--- src/rtl/dircc_send_scheduler.sv ---
// ---------------------------------------------------------------------------
// dircc_send_scheduler
//
// Walks an RTS (ready-to-send) flag mask, lowest port first. For each flagged
// port it looks up how many targets that port has, then issues one header
// request per target to the packet sender. The mask MSB is not a port; it is
// the compute flag, which is latched into compute_pending until acknowledged.
//
// Optional feature: define DIRCC_SEND_SCHED_ABORT_EN to add an 'abort' input
// that cancels the rest of the current mask (SELECT/ISSUE only).
//
// Ports:
//   clk, reset        clock; asynchronous active-high reset
//   rts_valid/mask    new RTS mask offer; rts_accept high only when idle
//   port_query        port whose target count is looked up (SELECT)
//   num_targets       target count for port_query, same cycle
//   issue_valid/ready header request handshake
//   issue_port/target source port and target index of the request
//   busy              FSM not idle
//   done              one-cycle pulse when a mask completes
//   compute_pending   latched compute flag; cleared by compute_ack
//   abort             (DIRCC_SEND_SCHED_ABORT_EN only) cancel current mask
// ---------------------------------------------------------------------------
module dircc_send_scheduler #(
    parameter int RTS_READY_WIDTH    = 32,
    parameter int TARGET_COUNT_WIDTH = 16,
    localparam int PORT_INDEX_WIDTH  = $clog2(RTS_READY_WIDTH)
) (
    input  logic                          clk,
    input  logic                          reset,
    input  logic                          rts_valid,
    input  logic [RTS_READY_WIDTH-1:0]    rts_mask,
    output logic                          rts_accept,
    output logic [PORT_INDEX_WIDTH-1:0]   port_query,
    input  logic [TARGET_COUNT_WIDTH-1:0] num_targets,
    output logic                          issue_valid,
    input  logic                          issue_ready,
    output logic [PORT_INDEX_WIDTH-1:0]   issue_port,
    output logic [TARGET_COUNT_WIDTH-1:0] issue_target,
    output logic                          busy,
    output logic                          done,
    output logic                          compute_pending,
    input  logic                          compute_ack
`ifdef DIRCC_SEND_SCHED_ABORT_EN
    ,
    input  logic                          abort
`endif
);

    localparam int MSB = RTS_READY_WIDTH - 1;

    typedef enum logic [1:0] {
        IDLE   = 2'd0,
        SELECT = 2'd1,
        ISSUE  = 2'd2,
        DONE   = 2'd3
    } state_t;

    state_t                        state_r;
    logic [RTS_READY_WIDTH-1:0]    pend_r;
    logic [TARGET_COUNT_WIDTH-1:0] cnt_r;
    logic [TARGET_COUNT_WIDTH-1:0] tgt_r;
    logic [PORT_INDEX_WIDTH-1:0]   port_query_r;
    logic [PORT_INDEX_WIDTH-1:0]   issue_port_r;
    logic                          issue_valid_r;
    logic                          done_r;
    logic                          compute_pending_r;

    logic                          hs_s;
    logic                          abort_s;
    logic                          last_beat_s;
    logic [RTS_READY_WIDTH-1:0]    mask_ports_s;
    logic [RTS_READY_WIDTH-1:0]    sel_left_s;
    logic [RTS_READY_WIDTH-1:0]    iss_left_s;

    // Index of the lowest set bit; ties to 0 for an all-zero vector.
    function automatic logic [PORT_INDEX_WIDTH-1:0] lowest_set(
        input logic [RTS_READY_WIDTH-1:0] v
    );
        logic [PORT_INDEX_WIDTH-1:0] idx;
        idx = '0;
        for (int i = RTS_READY_WIDTH - 1; i >= 0; i--) begin
            if (v[i]) begin
                idx = PORT_INDEX_WIDTH'(i);
            end else begin
                idx = idx;
            end
        end
        return idx;
    endfunction

    // Handshake detect, remaining-mask helpers and abort qualification.
    always_comb begin
        hs_s         = rts_valid && (state_r == IDLE);
        mask_ports_s = {1'b0, rts_mask[MSB-1:0]};
        sel_left_s   = pend_r & ~(RTS_READY_WIDTH'(1) << port_query_r);
        iss_left_s   = pend_r & ~(RTS_READY_WIDTH'(1) << issue_port_r);
        last_beat_s  = (tgt_r == (cnt_r - TARGET_COUNT_WIDTH'(1)));
`ifdef DIRCC_SEND_SCHED_ABORT_EN
        if ((state_r == SELECT) || (state_r == ISSUE)) begin
            abort_s = abort;
        end else begin
            abort_s = 1'b0;
        end
`else
        abort_s = 1'b0;
`endif
    end

    // Scheduler FSM with all outputs registered alongside the state.
    always_ff @(posedge clk or posedge reset) begin
        if (reset) begin
            state_r           <= IDLE;
            pend_r            <= '0;
            cnt_r             <= '0;
            tgt_r             <= '0;
            port_query_r      <= '0;
            issue_port_r      <= '0;
            issue_valid_r     <= 1'b0;
            done_r            <= 1'b0;
            compute_pending_r <= 1'b0;
        end else begin
            done_r <= 1'b0;

            // A new compute flag beats a simultaneous acknowledge.
            if (hs_s && rts_mask[MSB]) begin
                compute_pending_r <= 1'b1;
            end else if (compute_ack) begin
                compute_pending_r <= 1'b0;
            end else begin
                compute_pending_r <= compute_pending_r;
            end

            case (state_r)
                IDLE: begin
                    if (hs_s) begin
                        pend_r <= mask_ports_s;
                        if (mask_ports_s == '0) begin
                            state_r <= DONE;
                            done_r  <= 1'b1;
                        end else begin
                            state_r      <= SELECT;
                            port_query_r <= lowest_set(mask_ports_s);
                        end
                    end else begin
                        state_r <= IDLE;
                    end
                end
                SELECT: begin
                    if (abort_s) begin
                        pend_r  <= '0;
                        state_r <= DONE;
                        done_r  <= 1'b1;
                    end else begin
                        cnt_r <= num_targets;
                        if (num_targets == '0) begin
                            // Port has nobody to send to: skip it.
                            pend_r <= sel_left_s;
                            if (sel_left_s == '0) begin
                                state_r <= DONE;
                                done_r  <= 1'b1;
                            end else begin
                                port_query_r <= lowest_set(sel_left_s);
                            end
                        end else begin
                            tgt_r         <= '0;
                            issue_port_r  <= port_query_r;
                            issue_valid_r <= 1'b1;
                            state_r       <= ISSUE;
                        end
                    end
                end
                ISSUE: begin
                    if (abort_s) begin
                        pend_r        <= '0;
                        issue_valid_r <= 1'b0;
                        state_r       <= DONE;
                        done_r        <= 1'b1;
                    end else if (issue_ready) begin
                        if (last_beat_s) begin
                            pend_r        <= iss_left_s;
                            issue_valid_r <= 1'b0;
                            if (iss_left_s == '0) begin
                                state_r <= DONE;
                                done_r  <= 1'b1;
                            end else begin
                                state_r      <= SELECT;
                                port_query_r <= lowest_set(iss_left_s);
                            end
                        end else begin
                            tgt_r <= tgt_r + TARGET_COUNT_WIDTH'(1);
                        end
                    end else begin
                        state_r <= ISSUE;
                    end
                end
                DONE: begin
                    state_r <= IDLE;
                end
                default: begin
                    state_r       <= IDLE;
                    issue_valid_r <= 1'b0;
                end
            endcase
        end
    end

    assign rts_accept      = (state_r == IDLE);
    assign busy            = (state_r != IDLE);
    assign port_query      = port_query_r;
    assign issue_valid     = issue_valid_r;
    assign issue_port      = issue_port_r;
    assign issue_target    = tgt_r;
    assign done            = done_r;
    assign compute_pending = compute_pending_r;

endmodule

--- config.mk ---
export PLATFORM = sky130hd
export DESIGN_NAME = dircc_send_scheduler
export DESIGN_NICKNAME = d
export VERILOG_FILES = /design/src/rtl/dircc_send_scheduler.sv
export SDC_FILE = /design/constraint.sdc
export NUM_CORES = 1
export LEC_CHECK = 0
export BUFFER_PORTS_ARGS = -buffer_cell sky130_fd_sc_hd__buf_2
export CAP_MARGIN = 20
export CORE_MARGIN = 10
export CORE_UTILIZATION = 43
export DETAILED_ROUTE_END_ITERATION = 8
export GPL_TIMING_DRIVEN = 0
export PLACE_DENSITY = 0.7
export SLEW_MARGIN = 30
export SYNTH_ARGS = -nofsm -noshare
export SYNTH_HDL_FRONTEND = slang
export SYNTH_SLANG_ARGS = --single-unit
--- constraint.sdc ---
create_clock -name clk -period 3.5 [get_ports clk]
set_input_delay 0.525 -clock clk [delete_from_list [all_inputs] [get_ports clk]]
set_output_delay 0.525 -clock clk [all_outputs]
set_load 0.02 [all_outputs]
# ---- Yosys cells after proc, flatten, opt, wreduce, memory -nomap -nowiden
# Cells that the tools add are included.
dict set report word_totals {
  in_bits 53
  out_inout_bits 31
  wordCells 184
  register_bits 79
}
dict set report op_classes {
  eq_ne 15
  n_bitwise 5
  shift 2
  n_reduce_logical 17
  n_mux 134
  n_addsub 2
}
# operator count
set ops {}
lappend ops {{2-to-1 mux 5 bit} 102}
lappend ops {{2-to-1 mux 32 bit} 4}
lappend ops {{zero test 32 bit} 3}
lappend ops {{one-hot mux 32 bit (3 select lines)} 1}
lappend ops {{AND 32 bit} 2}
lappend ops {{NOT 32 bit} 2}
lappend ops {{<< shifter 1 x 5 -> 32 bit, first input constant} 2}
lappend ops {{2-to-1 mux 16 bit} 3}
lappend ops {{one-hot mux 16 bit (2 select lines)} 1}
lappend ops {{adder 16 x 1 -> 16 bit, second input constant} 1}
lappend ops {{equality test 16 bit} 1}
lappend ops {{zero test 16 bit} 1}
lappend ops {{!= test 2 bit, second input constant} 8}
lappend ops {{subtractor 16 x 1 -> 16 bit, second input constant} 1}
lappend ops {{one-hot mux 5 bit (3 select lines)} 1}
lappend ops {{2-to-1 mux 2 bit} 7}
lappend ops {{2-to-1 mux 1 bit} 12}
lappend ops {{one-hot mux 2 bit (4 select lines)} 1}
lappend ops {{AND reduction 4 bit} 2}
lappend ops {{AND reduction 8 bit} 1}
lappend ops {{!= test 3 bit, second input constant} 2}
lappend ops {{nonzero test 2 bit} 3}
lappend ops {{AND reduction 5 bit} 1}
lappend ops {{equality test 2 bit, second input constant} 2}
lappend ops {{other kinds (9)} 11}

# ---- Logic depth before layout (Yosys ltp)
# Gate-level depths: netlist of the first run.
dict set report depth {
  word_depth 39
  ltp_mapped 12
  depth_no_buf 10
}

# ---- Least setup slack after synthesis of the first run
# OpenSTA, ideal clock, no wires.
dict set report synth_path {
  path_kind {flip-flop to flip-flop}
  startpoint {reg cnt_r[2]}
  endpoint {reg port_query_r[1], in the netlist port_query[1]}
  setup_ps 125
  period_less_slack_ps 3360
  setup_slack_ps 140
  stages_incl_launch_ff 10
  n_path_buf 1
  arrival_ps 3236
  required_ps 3375
  path_cell_list {dfrtp_1 -> or4_1 -> buf_2 -> or4_1 -> and3_1 -> o31a_1 -> a2111oi_4 -> a21oi_2 -> nor4_4 -> mux2_2}
}
dict set report synth_between {
  elab_chain_cells 4
}
# item line
set synth_lines {}
lappend synth_lines {{from (decl)} 61} ;# logic [TARGET_COUNT_WIDTH-1:0] cnt_r;
lappend synth_lines {{from (signal assigned)} 155} ;# cnt_r <= num_targets;
lappend synth_lines {{subtractor 16 x 1 -> 16 bit} 98} ;# last_beat_s = (tgt_r == (cnt_r - TARGET_COUNT_WIDTH'(1)));
lappend synth_lines {{equality test 16 bit} 98}
lappend synth_lines {{!= test 2 bit (no source line)} n/a}
lappend synth_lines {{AND reduction 8 bit (no source line)} n/a}
lappend synth_lines {{to (signal assigned)} 143} ;# port_query_r <= lowest_set(mask_ports_s);
lappend synth_lines {{to (signal assigned)} 163} ;# port_query_r <= lowest_set(sel_left_s);
lappend synth_lines {{to (signal assigned)} 188} ;# port_query_r <= lowest_set(iss_left_s);
lappend synth_lines {{to (decl)} 63} ;# logic [PORT_INDEX_WIDTH-1:0] port_query_r;
# Every way passes these cells.
# A chain may end at the register's enable or synchronous reset.

# ---- Worst setup path after layout of the first run
dict set report layout_path {
  startpoint {reg port_query_r[0], in the netlist port_query[0]}
  endpoint {reg port_query_r[0], in the netlist port_query[0]}
}
dict set report layout_between {
  elab_chain_cells 38
  elab_cells_between_ends 41
  classes_between {eq/ne: 1; shift: 1; mux: 35; bitwise: 2; reduce/logical: 2}
}
# item line
set layout_lines {}
lappend layout_lines {{<< shifter 1 x 5 -> 32 bit *} 96} ;# sel_left_s = pend_r & ~(RTS_READY_WIDTH'(1) << port_query_r);
lappend layout_lines {{NOT 32 bit *} 96}
lappend layout_lines {{AND 32 bit *} 96}
lappend layout_lines {{2-to-1 mux 5 bit (32 in a row)} 83} ;# if (v[i]) begin
lappend layout_lines {{2-to-1 mux 5 bit} 159} ;# if (sel_left_s == '0) begin
lappend layout_lines {{2-to-1 mux 5 bit} 156} ;# if (num_targets == '0) begin
lappend layout_lines {{one-hot mux 5 bit (3 select lines)} 134} ;# case (state_r)
# Every way passes the cells marked *; elsewhere a longest branch is shown, timed or not. The select of a mux whose other input is x is not followed.

==> flow_metrics.env, run 1 <==
export IMPL_status="finished clean"
export IMPL_fin_util_pct=52.3
export IMPL_finalWorstSetupSlack_ps=8.68
export IMPL_wl_per_cell_um=26.0
export IMPL_wl_um=31900
export IMPL_clockBufferDepth=2
export IMPL_synth_edf_count=0
export IMPL_worst_pin_slew_ps=888
export IMPL_clock_latency_ps=360
export IMPL_clock_skew_ps=6.20
export IMPL_numClockSinks=79
export IMPL_synth_cells=910
export IMPL_path_clk_slew_ps=70
export IMPL_drtIter0Drc=1149
export IMPL_antenna_found_initial=0
export IMPL_fp_row_count=46
export IMPL_overflow=0
export IMPL_cts_inserted_buffers=9
export IMPL_root_buffer="clkbuf_16"
export IMPL_ios=84
export IMPL_cp_start_kind="flip-flop"
export IMPL_ys_seq_area_share_pct=27.9
export IMPL_fin_tns_setup_ps=0
export IMPL_syn_cell_area_um2=7100
export IMPL_cp_required_ps=3730
export IMPL_grt_start_max_net_pins=49
export IMPL_final_seq_area_um2=1980
export IMPL_vdd_drop_max_mv=0.656
export IMPL_yosys_area_top_type="dfrtp_1"
export IMPL_cellLeakagePower_nw=3.30
export IMPL_core_um2=16100
export IMPL_track_usage_pct=28.4
export IMPL_timing_hold_ws_ps=135
export IMPL_num_vias=8348
export IMPL_initial_core_util_pct=44.2
export IMPL_placedCellCount=1210
export IMPL_multi_input_area_um2=4960
export IMPL_critPathArrivalTime_ps=3720
export IMPL_pwr_density_cell_nw_per_um2=954
export IMPL_die_x_um=148
export IMPL_fin_cells=1229
export IMPL_relSlewSlack_pct=40.4
export IMPL_finalHoldViolCount=0
export IMPL_ys_ff_latch=79
export IMPL_final_nets=1068
export IMPL_remaining_drc_errors=0
export IMPL_rsz0062_at_grt="true"
export IMPL_synthTopCellsByArea="dfrtp_1 28%, o21ai_0 6.8%, mux2_2 4.9%"
export IMPL_power_total_mw=8.00
export IMPL_pre_cts_ws_ps=-929
export IMPL_regToRegSetupSlack_ps=9
export IMPL_avgSynthCellArea_um2=7.80
export IMPL_layout_common_cells="90 x o21ai_0, 85 x buf_2, 83 x nand2_1"
export IMPL_yosys_warnings=0
export IMPL_die_area_um2=22000
export IMPL_first_pass_iters=8
export IMPL_synth_top_cell_area_share_pct=27.9
export IMPL_path_class="flip-flop to flip-flop"
export IMPL_die_h_um=148
export IMPL_syn_num_nets=969
export IMPL_via_per_inst=6.79
export IMPL_cts_tree="done"
export IMPL_period_share_pct=99.8
export IMPL_synthDistinctLibCells=73
export IMPL_fill_cells=1551
export IMPL_finalCriticalPeriod_ps=3490
export IMPL_drive_above_1_share_pct=22.0
export IMPL_finalWeightedCongestion=1.01
export IMPL_grt_pass1_vias=8012
export IMPL_hold_class="input port to async pin"
export IMPL_place_port_buffers=83
export IMPL_timing_fmax_mhz=286
export IMPL_critPathMaxFanout=10
export IMPL_setup_viol=0
export IMPL_postPlaceCellArea_um2=7820
export IMPL_cp_end_kind="flip-flop"
export IMPL_final_common_cell="o21ai_0"
export IMPL_final_area_um2=8390
export IMPL_synth_top_flop_cell="dfrtp_1"
export IMPL_finalMaxSlewViolations=0
export IMPL_grt_pass1_wl_um=48700
export IMPL_syn2layout_area_growth_pct=18.2
export IMPL_ant_nets=0
export IMPL_htreeDepth=3
export IMPL_dp_hpwl_um=24500
export IMPL_cap_violations=0
export IMPL_n_antenna_cell=0
export IMPL_async_flop_share_pct=100
## power breakdown
group	internal, mW	switching (mW)	total (mW)
Sequential	1.25	0.531	1.78
Clock	0.551	0.420	0.971
Combinational	1.81	3.44	5.25
Total	3.61	4.39	8.00
## worst paths after layout
| path | end | from | depth (start not counted) |
|---|---|---|---|
| max | port_query[0] | port_query[0] | 11 |
| min in group clk | compute_pending | compute_ack | 2 |
| min reg2reg | issue_valid | issue_valid | 1 |
| max reg2reg | port_query[0] | port_query[0] | 11 |
| min | pend_r[23] | reset | 2 |
| max in group asynchronous | issue_target[11] | reset | 3 |
## sequential cells by signal (all words and copies together) (netlist names)
name	cells
issue_valid	1
done	1
issue_port	5
state_r	2
pend_r	32
compute_pending	1
issue_target	16
cnt_r	16
port_query	5
## critical path, stage by stage, from the launching register on
cell,delay (ps)
dfrtp_1,470
clkbuf_2,330
clkbuf_4,320
clkbuf_2,330
nor2b_1,360
a31oi_1,180
a21oi_1,180
a311oi_1,120
o31ai_2,480
a21oi_1,160
a211oi_1,310
o31ai_2,110
## synthesized netlist by cell type, drive strengths merged (5+ instances only)
| master | number |
|---|---|
| a211oi | 21 |
| a21o | 5 |
| a21oi | 38 |
| a221oi | 6 |
| a31oi | 19 |
| a32oi | 5 |
| and2 | 6 |
| and3 | 10 |
| buf | 6 |
| clkbuf | 57 |
| dfrtp | 79 |
| ha | 6 |
| inv | 29 |
| mux2 | 31 |
| mux2i | 10 |
| nand2 | 84 |
| nand2b | 23 |
| nand3 | 20 |
| nand3b | 11 |
| nand4 | 13 |
| nor2 | 61 |
| nor2b | 11 |
| nor3 | 26 |
| nor3b | 7 |
| nor4 | 22 |
| o211ai | 16 |
| o21a | 13 |
| o21ai | 97 |
| o21bai | 5 |
| o221ai | 10 |
| o22ai | 7 |
| o31a | 10 |
| o31ai | 22 |
| o32a | 6 |
| or2 | 12 |
| or3 | 10 |
| or3b | 6 |
| or4 | 10 |
| xnor2 | 13 |
| xor2 | 6 |
## timing repair
item                       CTS  global route
pin swaps                    5             6
resized for setup           41            40
hold buffers                 0             0
setup endpoints to repair   45            52
setup buffers                5             5
gates cloned                 0             0
## per-layer routing
layer,vias to the layer above,routed length (um),track usage [%]
met2,555,13600,41.2
met4,0,915,10.7
met1,4021,14100,39.8
met3,86,3300,6.49
met5,-,0,0
li1,3686,-,-
## kinds of logic (layout without fill, tap and decap cells)
| logic type | count (synthesis) | count (layout) | synth area share [%] |
|---|---|---|---|
| simple gates | 346 | 346 | 26.1 |
| compound gates | 326 | 326 | 31.4 |
| buf+inv | 93 | 196 | 4.94 |
| flops | 79 | 79 | 27.9 |
| mux | 41 | 41 | 6.33 |
| xor+xnor | 19 | 19 | 2.34 |
| fa+ha+maj | 6 | 6 | 1.06 |
## cell type report
class | instances | share of cell area [%]
Clock inverter | 5 | 0.701
Clock buffer | 10 | 2.73
Multi-Input combinational cell | 738 | 59.2
Timing Repair Buffer | 94 | 6.22
Inverter | 30 | 1.42
Buffer | 57 | 2.97
Tap cell | 216 | 3.22
Sequential cell | 79 | 23.6
No activity file was read; power rests on OpenSTA's default activity.
==> run 2: changes to the inputs <==
CELL_PAD_IN_SITES_DETAIL_PLACEMENT = 2   (was default)
CELL_PAD_IN_SITES_GLOBAL_PLACEMENT = 2   (was default)
CORE_UTILIZATION = 32   (was 43)
PLACE_DENSITY = 0.84   (was 0.7)
==> flow_metrics.env, run 2 (synthesis gave the netlist of run 1 again) <==
export IMPL_setup_viol=5
export IMPL_startpoint="cnt_r[7]"
export IMPL_ant_nets=0
export IMPL_wl_per_cell_um=28.4
export IMPL_root_buffer="clkbuf_16"
export IMPL_drtIter0Drc=795
export IMPL_remaining_drc_errors=0
export IMPL_initial_core_util_pct=32.5
export IMPL_clock_latency_ps=360
export IMPL_status="finished with violations"
export IMPL_fin_tns_setup_ps=-79.2
export IMPL_final_common_cell="o21ai_0"
export IMPL_core_um2=21800
export IMPL_timing_fmax_mhz=284
export IMPL_layout_common_cells="91 x o21ai_0, 85 x buf_2, 83 x nand2_1"
export IMPL_relSlewSlack_pct=28.1
export IMPL_largest_reg_flops=32
export IMPL_critPathMaxFanout=6
export IMPL_grt_pass1_vias=8842
export IMPL_cp_end_kind="flip-flop"
export IMPL_worst_pin_slew_ps=1070
export IMPL_violations="setup timing"
export IMPL_cap_violations=0
export IMPL_regMostFlops="pend_r"
export IMPL_path_clk_slew_ps=80
export IMPL_final_seq_area_um2=1980
export IMPL_clockBufferDepth=2
export IMPL_cts_tree="done"
export IMPL_final_nets=1077
export IMPL_finalHoldViolCount=0
export IMPL_fill_cells=2524
export IMPL_track_usage_pct=24.2
export IMPL_cp_required_ps=3800
export IMPL_fp_row_count=54
export IMPL_num_vias=8549
export IMPL_drive_above_1_share_pct=24.0
export IMPL_htreeDepth=3
export IMPL_timing_critical_path_to="pend_r[2]"
export IMPL_finalWorstSetupSlack_ps=-25.1
export IMPL_die_h_um=169
export IMPL_syn2layout_area_growth_pct=21.7
export IMPL_r2r_end="pend_r[2]"
export IMPL_cts_inserted_buffers=9
export IMPL_power_total_mw=8.50
export IMPL_finalMaxSlewViolations=0
export IMPL_grt_start_max_net_pins=46
export IMPL_vdd_drop_max_mv=0.461
export IMPL_multi_input_area_um2=4990
export IMPL_overflow=0
export IMPL_die_x_um=169
export IMPL_path_class="flip-flop to flip-flop"
export IMPL_timing_rr_start="cnt_r[7]"
export IMPL_place_port_buffers=83
export IMPL_numClockSinks=79
export IMPL_first_pass_iters=7
export IMPL_hold_class="input port to async pin"
export IMPL_finalWeightedCongestion=0.963
export IMPL_wl_um=37000
export IMPL_dp_hpwl_um=27400
export IMPL_clock_skew_ps=11.2
export IMPL_grt_pass1_wl_um=54400
export IMPL_period_share_pct=101
export IMPL_die_area_um2=28500
export IMPL_finalCriticalPeriod_ps=3530
export IMPL_antenna_found_initial=0
export IMPL_reg2reg_depth=10
export IMPL_regToRegSetupSlack_ps=-30
export IMPL_via_per_inst=6.56
export IMPL_hold_buffers=0
export IMPL_pwr_density_cell_nw_per_um2=984
export IMPL_ios=84
export IMPL_critPathArrivalTime_ps=3820
export IMPL_cellLeakagePower_nw=3.37
export IMPL_cp_start_kind="flip-flop"
==> run 2: cell count changes in the layout (fill, tap and decap cells not counted), sizes merged <==
| cell | before | now |
|---|---|---|
| buf | 101 | 113 |
| diode | 0 | 1 |
| bufinv | 1 | 2 |
| clkinv | 2 | 1 |
| clkinvlp | 2 | 1 |
| inv | 30 | 33 |
| clkbuf | 60 | 56 |
==> run 2: where the power goes <==
part	switching (mW)	leakage (nW)	internal (mW)
clock	0.480	0.162	0.644
sequential	0.561	1.00	1.25
combinational	3.65	2.21	1.91
==> run 2: per-layer routing <==
| layer | routed length, um | GRT usage (%) | vias up |
|---|---|---|---|
| met5 | 0 | 0 | - |
| met4 | 1080 | 7.65 | 0 |
| met3 | 2840 | 4.52 | 78 |
| met2 | 17000 | 37.7 | 402 |
| met1 | 16100 | 32.9 | 4384 |
| li1 | - | - | 3685 |
==> run 2: worst min-delay path by stage <==
stage	from	to	slack, ps	cells after the start
floorplan	pend_r[16]	pend_r[16]	460	2
global placement	issue_valid	issue_valid	530	1
detailed placement	issue_valid	issue_valid	520	1
CTS	reset	pend_r[30]	180	2
global route	reset	pend_r[30]	190	2
finish	reset	pend_r[31]	150	2
==> run 2: worst max-delay path: stages (launching register included) <==
cell	delay [ps]
dfrtp_2	450
or4_4	540
buf_4	160
nor4_2	330
nand3b_1	170
xnor2_1	240
nor4b_4	500
a21oi_4	180
buf_4	180
nor2_1	470
a22o_1	240
==> run 2: area by class of cell <==
class / count / share of cell area, %
antenna: 1 / 0.0290
buffer: 54 / 2.80
clock buffer: 9 / 2.61
clock inverter: 7 / 1.27
inverter: 30 / 1.38
multi-input combinational: 738 / 57.8
sequential: 79 / 23.0
tap: 280 / 4.06
timing repair buffer: 106 / 7.08
==> run 2: timing repair <==
action | in CTS | in global routing
setup buffers | 4 | 18
gates resized for setup | 54 | 40
pin swaps | 8 | 16
setup endpoints to repair | 56 | 49
cloned | 0 | 0
==> run 2: through the flow <==
stage	hold slack [ps]	util, %	setup slack, ps	std cells	cell area (um2)
2_1_floorplan	465	-	140	910	7100
3_3_place_gp	526	36.0	-827	1273	7860
3_5_place_dp	521	36.2	-930	1274	7900
4_1_cts	176	38.5	-11.9	1292	8410
5_1_grt	188	39.6	-148	1303	8630
6_report	154	39.6	-25.1	1304	8640
